File: config.mk
export PLATFORM = sky130hd
export DESIGN_NAME = mdu_iter
export DESIGN_NICKNAME = d
export VERILOG_FILES = /design/src/rtl/mdu_iter.sv
export SDC_FILE = /design/constraint.sdc
export NUM_CORES = 1
export LEC_CHECK = 0
export CORE_UTILIZATION = 45
export CTS_CLUSTER_SIZE = 10
export DETAILED_ROUTE_END_ITERATION = 12
export GPL_TIMING_DRIVEN = 0
export PLACE_DENSITY = 0.75
export SETUP_SLACK_MARGIN = 0.4
export SYNTH_ARGS = -nofsm -noshare
export SYNTH_HDL_FRONTEND = slang
export SYNTH_SLANG_ARGS = --single-unit
File: constraint.sdc
create_clock -name clk -period 15.8 [get_ports clk]
set_clock_uncertainty 0.05 [all_clocks]
set_input_delay 1.58 -clock clk [delete_from_list [all_inputs] [get_ports clk]]
set_output_delay 1.58 -clock clk [all_outputs]
set_load 0.005 [all_outputs]
File: src/rtl/mdu_iter.sv
// rtl/mdu_iter.sv - iterative RV32M/RV64M multiply/divide unit for the EX stage
module mdu_iter #(
  parameter int XLEN  = 32,
  parameter int CNT_W = $clog2(XLEN) + 1
) (
  input  logic            clk,
  input  logic            reset,
  input  logic            start,
  input  logic [2:0]      funct3,
  input  logic [XLEN-1:0] rs1,
  input  logic [XLEN-1:0] rs2,
  input  logic            flush,
  output logic            busy,
  output logic            done,
  output logic [XLEN-1:0] result
);

  typedef enum logic [1:0] {S_IDLE, S_CALC, S_DONE} state_t;

  localparam logic [XLEN-1:0] MOST_NEG = {1'b1, {(XLEN-1){1'b0}}};

  state_t            state;
  logic [2:0]        op;
  logic              neg_q;     // negate product / quotient at the end
  logic              neg_r;     // negate remainder at the end
  logic [XLEN-1:0]   opb;       // multiplicand or divisor magnitude
  logic [2*XLEN-1:0] acc;       // {hi, lo}: product accumulator or {rem, quot}
  logic [CNT_W-1:0]  count;

  logic              accept;
  logic              a_signed, b_signed, neg_a, neg_b;
  logic [XLEN-1:0]   abs_a, abs_b;
  logic              div_zero, div_ovf;
  logic [XLEN-1:0]   fast_res;
  logic [XLEN:0]     mul_sum;
  logic [XLEN:0]     rem_sh;
  logic [XLEN:0]     diff;
  logic [2*XLEN-1:0] acc_nxt;
  logic [2*XLEN-1:0] prod;
  logic [XLEN-1:0]   quot, rem;
  logic [XLEN-1:0]   fin_res;

  // Operand decode at accept: signedness, magnitudes and divide fast-path detection
  always_comb begin
    accept   = start && (state == S_IDLE || state == S_DONE);
    a_signed = (funct3 == 3'b001) || (funct3 == 3'b010) || (funct3 == 3'b100) || (funct3 == 3'b110);
    b_signed = (funct3 == 3'b001) || (funct3 == 3'b100) || (funct3 == 3'b110);
    neg_a    = a_signed & rs1[XLEN-1];
    neg_b    = b_signed & rs2[XLEN-1];
    abs_a    = neg_a ? -rs1 : rs1;
    abs_b    = neg_b ? -rs2 : rs2;
    div_zero = funct3[2] && (rs2 == '0);
    div_ovf  = funct3[2] && !funct3[0] && (rs1 == MOST_NEG) && (&rs2);
    if (div_zero) fast_res = funct3[1] ? rs1 : '1;
    else          fast_res = funct3[1] ? '0 : MOST_NEG;
  end

  // One shift-add or restoring-divide step, plus the sign-fixed final result
  always_comb begin
    mul_sum = {1'b0, acc[2*XLEN-1:XLEN]} + (acc[0] ? {1'b0, opb} : '0);
    rem_sh  = acc[2*XLEN-1:XLEN-1];
    diff    = rem_sh - {1'b0, opb};
    if (op[2]) begin
      if (diff[XLEN]) acc_nxt = {rem_sh[XLEN-1:0], acc[XLEN-2:0], 1'b0};
      else            acc_nxt = {diff[XLEN-1:0],   acc[XLEN-2:0], 1'b1};
    end else begin
      acc_nxt = {mul_sum, acc[XLEN-1:1]};
    end
    prod = neg_q ? -acc_nxt : acc_nxt;
    quot = acc_nxt[XLEN-1:0];
    rem  = acc_nxt[2*XLEN-1:XLEN];
    case (op)
      3'b000:         fin_res = prod[XLEN-1:0];
      3'b001, 3'b010,
      3'b011:         fin_res = prod[2*XLEN-1:XLEN];
      3'b100, 3'b101: fin_res = neg_q ? -quot : quot;
      default:        fin_res = neg_r ? -rem : rem;
    endcase
  end

  // Control FSM and datapath registers; reset beats flush beats start
  always_ff @(posedge clk) begin
    if (reset) begin
      state  <= S_IDLE;
      busy   <= 1'b0;
      done   <= 1'b0;
      result <= '0;
      count  <= '0;
      op     <= '0;
      neg_q  <= 1'b0;
      neg_r  <= 1'b0;
      opb    <= '0;
      acc    <= '0;
    end else if (flush) begin
      state <= S_IDLE;
      busy  <= 1'b0;
      done  <= 1'b0;
    end else if (accept) begin
      op    <= funct3;
      neg_q <= neg_a ^ neg_b;
      neg_r <= neg_a;
      count <= '0;
      busy  <= 1'b1;
      if (funct3[2]) begin
        acc <= {{XLEN{1'b0}}, abs_a};
        opb <= abs_b;
      end else begin
        acc <= {{XLEN{1'b0}}, abs_b};
        opb <= abs_a;
      end
      if (div_zero || div_ovf) begin
        state  <= S_DONE;
        done   <= 1'b1;
        result <= fast_res;
      end else begin
        state <= S_CALC;
        done  <= 1'b0;
      end
    end else begin
      case (state)
        S_CALC: begin
          acc   <= acc_nxt;
          count <= count + 1'b1;
          if (count == CNT_W'(XLEN - 1)) begin
            state  <= S_DONE;
            done   <= 1'b1;
            result <= fin_res;
          end
        end
        S_DONE: begin
          state <= S_IDLE;
          busy  <= 1'b0;
          done  <= 1'b0;
        end
        default: begin
          state <= S_IDLE;
          busy  <= 1'b0;
          done  <= 1'b0;
        end
      endcase
    end
  end

endmodule

==> impl_metrics.csv <==
group,metric,value,unit
sta,finalHoldViolations,0,
worst_setup_path,startpoint,"op[2]",
floorplan,die_h,191,um
clock_network,post_cts_buffers,0,
layout,instances_no_fill,2913,
yosys,seq_area_frac_synth,17.6,%
job,max-cap-violations,0,
place,portBuffers,103,
worst_setup_path,cp-end-kind,"flop",
yosys,synth_nets,2466,
grt,grt_max_degree,17,
yosys,synth_top_area_cell,"dfxtp_1",
clock_network,postCtsResizedCells,0,
yosys,syn_inst,2323,
floorplan,rows,68,
place,dpl_worst_slack,7.14,ns
layout,syn_to_final_growth,14.1,%
clock_network,h-tree-depth,4,
drt,routed_via_density,6.66,
grt,overflow,0,
clock_network,cts_hold_buf,0,
sta,tns,0,ns
sta,fmax,109,MHz
yosys,synth_top_area_share,17.6,%
drt,initialDrtViolationCount,1930,
worst_setup_path,critical_path_required,16.06,ns
sta,fin_crit_sh,58.1,%
drt,vias,19400,
pwr,peakVddDrop,0.0790,mV
clock_network,cts_sinks,142,
sta,rsz0062_at_grt,"no",
clock_network,cts_root_buf,"clkbuf_16",
floorplan,die-area,36600,um^2
yosys,synth_seq_cells,142,
clock_network,clock_tree.buffer_depth,2,
grt,grt_pass1_wl,116000,um
drt,finalWirelength,79800,um
yosys,synth_edf_count,0,
floorplan,initial_core_util,46.2,%
floorplan,die_w,191,um
sta,slew_violations,0,
clock_network,path_clk_slew,0.07,ns
layout,fin_util,52.7,%
place,dp.cells,2881,
worst_setup_path,critical_path_class,"reg -> reg",
grt,grt_usage,43.2,%
clock_network,cts_inserted_buffers,17,
worst_setup_path,arrival,9.44,ns
floorplan,ios,105,
run_status,status,"complete, no violations",
worst_setup_path,cp_max_fo,10,
grt,grt_pass1_vias,18500,
grt,antenna_found_initial,3,
sta,min_period,9.18,ns
drt,firstDrtPassIters,8,
sta,relSlewSlack,6.96,%
clock_network,clock_latency,0.45,ns
yosys,syn_area_per_cell,6.94,um^2
drt,antenna_left,0,
layout,final_cell_mix,"261 x nand2_1, 240 x nor2_1, 216 x a21oi_1",
place,hpwl,64900,um
sta,setup_viol,0,
worst_setup_path,cp-start-kind,"flop",
yosys,synthTopCellsByArea,"dfxtp_1 18%, a21oi_1 6.7%, xnor2_1 6.1%",
sta,tightest_slew,1.39,ns
drt,drc,0,
min_path,holdCritStartpoint,"result[3]",
floorplan,core_area,34900,um^2
place,finalWeightedCongestion,1.06,
pwr,p_per_area,74.6,nW/um^2
layout,final_common_cell,"nand2_1",
sta,fin_ws,6.62,ns
yosys,ys_types,104,
clock_network,cts_tree,"built",
min_path,hold_path_class,"reg -> reg",
layout,drive_gt1_share,5.13,%
yosys,synthArstFlopShare,0,%
sta,hold_ws,0.404,ns
yosys,syn_area,16100,um^2
yosys,ys.flop_type,"dfxtp_1",
worst_setup_path,r2r_start,"op[2]",
drt,routedWlPerCell,27.4,um
yosys,ys_warn_count,0,
worst_setup_path,rrSetupSlack,6.62,ns
layout,finalNetCount,2588,
pwr,p_leak,0.00691,uW
==> cell type report <==
class,instances,area [um^2]
fill,3544,16500
multi-input combinational,1935,12300
sequential,142,2840
timing repair buffer,103,1030
buffer,154,648
tap,455,569
clock buffer,18,429
inverter,92,345
clock inverter,13,239
antenna,1,2.50
==> cell usage after synthesis, types with 50 or more instances <==
library cell  instances
o21ai_0             149
xor2_1               57
inv_1                91
a21oi_1             216
xnor2_1             113
clkbuf_1            111
nor2_1              240
dfxtp_1             142
nor3_1               80
ha_1                 70
o211ai_1             50
nand2_1             261
==> critical path: stages (launching register included) <==
cell,delay [ns]
dfxtp_1,0.31
buf_2,0.29
buf_2,0.41
buf_2,0.46
buf_2,0.41
buf_2,0.34
buf_2,0.32
buf_2,0.41
buf_1,0.68
clkbuf_1,0.89
mux2i_1,0.41
ha_1,0.25
nor3b_1,0.32
o221ai_1,0.29
or4_1,0.51
clkbuf_1,0.19
nor2_1,0.30
nand3_1,0.14
clkbuf_1,0.31
o21ai_0,0.29
xnor2_1,0.09
a221oi_1,0.70
o221ai_1,0.40
o21ai_0,0.19
nor2_1,0.06
==> final timing paths <==
path / to / depth (start not counted)
hold / removal: result[3] / 2
setup / recovery: result[6] / 24
setup reg to reg: result[6] / 24
hold reg to reg: result[3] / 2
==> stage by stage <==
stage / cell area [um^2] / power (uW)
after global placement: 17700 / 878
after detailed placement: 17700 / 881
after floorplan: 16100 / 696
after global routing: 18400 / 1410
final: 18400 / 1370
after CTS: 18400 / 1350
==> layer usage <==
layer / GRT usage [%] / routed length [um] / vias to the layer above
met5: 0 / 18 / -
met4: 32.6 / 6710 / 2
met3: 7.97 / 7220 / 337
met2: 70.5 / 35500 / 1154
met1: 50.2 / 30400 / 9148
li1: - / - / 8755
==> power breakdown <==
group          internal, uW  switching, uW  leakage, uW
sequential              375           24.3      0.00116
combinational           167            329      0.00543
clock                   297            179     0.000317
total                   839            533      0.00691
==> registers in the layout, indices dropped and copies added, names as in the netlist <==
signal  count
neg_r       1
opb        32
busy        1
neg_q       1
done        1
op          3
result     32
count       6
state       1
acc        64
==> kinds of logic after synthesis <==
kind of cell / Yosys count / synth area share, %
muxes: 63 / 4.03
AOI/OAI and AO/OA: 764 / 31.6
buffers and inverters: 246 / 6.16
and+or+nand+nor: 866 / 25.7
xor gates and xnor gates: 170 / 9.23
DFF: 142 / 17.6
adders and majority gates: 72 / 5.68
(Power assumes the default switching activity.)
==> patch (same flow settings) <==
Change the parameter `XLEN` from 32 to 16.
--- a/src/rtl/mdu_iter.sv
+++ b/src/rtl/mdu_iter.sv
@@ -1,6 +1,6 @@
 // rtl/mdu_iter.sv - iterative RV32M/RV64M multiply/divide unit for the EX stage
 module mdu_iter #(
-  parameter int XLEN  = 32,
+  parameter int XLEN  = 16,
   parameter int CNT_W = $clog2(XLEN) + 1
 ) (
   input  logic            clk,
Interface: changed (resized result, rs1 and rs2); port bits go from 105 to 57. The function was not compared with the original's and may differ.
==> patch against the unedited design <==
Wire length is 64% lower; critical path type unchanged; synthesized area is 50% lower; largest cell class unchanged; hold slack better by 18 ps; cell area is 50% lower; count of clock-buffer cells in the layout is 8 lower; total power is 52% lower; worst setup slack better by 2900 ps; sequential cell count is 65 lower.
==> patch: results (changes against the unedited design) <==
metric	value	unit	change
outcome	finished clean		
DR vias	9089		-53%
htree depth	3		-1
cell area after synthesis	8024	um^2	-50%
Top Registers	acc x32, opb x16, result x16		
clock buffer count	10		-8
Arr. time, crit path	6410	ps	-3030 ps
met2 routed WL	12910	um	-64%
Multi-In Gates	949		-51%
RePlAce Congestion	1.010		-4.3%
Worst-Margin Slew	895.3	ps	-490.9 ps
worst skew pair latency	340	ps	-110 ps
sequential area share after synthesis	19.21	%	+1.6 points
DP Wirelength	23000	um	-65%
top_reg_cell synth	dfxtp_1		
met3 usage	6.510	%	-1.5 points
CTS Buf Count	9		-8
Cells after Synth	1136		-51%
Met3 Wirelength	2853	um	-61%
Metal-1 WL	11810	um	-61%
Clock transition at path regs	60	ps	
switching fraction of total power	37.13	%	-1.7 points
Post-Place Setup Slack	9776	ps	+2641 ps
wirelength, routed	28850	um	-64%
Synth Net Count	1216		-51%
PD cells	72.32	nW/um^2	-3.0%
vias in the first global route	8153		-56%
# diodes	0		-1
pin count of the biggest net entering global routing	13		-4
clk pwr	0.207	mW	-57%
cells on worst reg2reg path	15		-38%
Port-buffer cells	55		-47%
Max Used Layer	met4		
Filler cells	1716		-52%
Syn-to-layout area delta	13.97	%	about the same
clock-cell share of area	3.160	%	-0.47 points
First DRT Iteration DRCs	1116		-42%
share of cells above drive strength 1	4.398	%	-0.73 points
Synth area leaders	dfxtp_1 (19%), nor2_1 (6.1%), ha_1 (6.1%)		
Signal buffers	123		-52%
placed cell area	8856	um^2	-50%
fin nets	1282		-50%
Seq/total area	16.86	%	+1.4 points
clk sinks	77		-46%
initial antenna violation count	0		-3
Signal buf overhead	9.098	%	-0.027 points
Comb. pwr	0.241	mW	-52%
M2 GR Usage	49.97	%	-21 points
Multi-input gate area	6043	um^2	-51%
top cells by count, synth	nor2_1 (131), nand2_1 (116), a21oi_1 (94)		
GRT Total Usage	31.67	%	-12 points
Pleak	3.415	nW	-51%
Yosys warning total	0		unchanged
met1 Use GR	41.07	%	-9.1 points
Inverters	42		-54%
Worst IR Drop VDD	0.06521	mV	-17%
Synth top area share	19.21	%	+1.6 points
[patch: logic make-up (layout without fill, tap and decap cells)]
family | Yosys count | in the layout | synth area share (%)
flops | 77 | 77 | 19.21
fa+ha+maj | 41 | 41 | 6.580
compound gates | 373 | 373 | 31.02
xor+xnor | 82 | 82 | 8.951
simple gates | 421 | 421 | 24.68
buf+inv | 110 | 179 | 5.473
mux | 32 | 32 | 4.085
[patch: path summary, 6_finish.rpt]
check / startpoint / to / slack (ps)
setup reg to reg: op[2] / result[14] / 9520
hold / removal: opb[1] / opb[1] / 420
hold reg to reg: opb[1] / opb[1] / 420
setup / recovery: op[2] / result[14] / 9520
[patch: worst max-delay path: stages (launching register included)]
cell and delay, ps:
dfxtp_1 520, buf_2 340, buf_1 540, clkbuf_1 430
buf_1 580, clkbuf_1 540, clkbuf_1 610, a21oi_1 330
inv_1 130, ha_1 240, o31a_1 280, nand4_1 360
nor4_1 480, mux2_2 390, nor3_1 210, a311oi_1 80
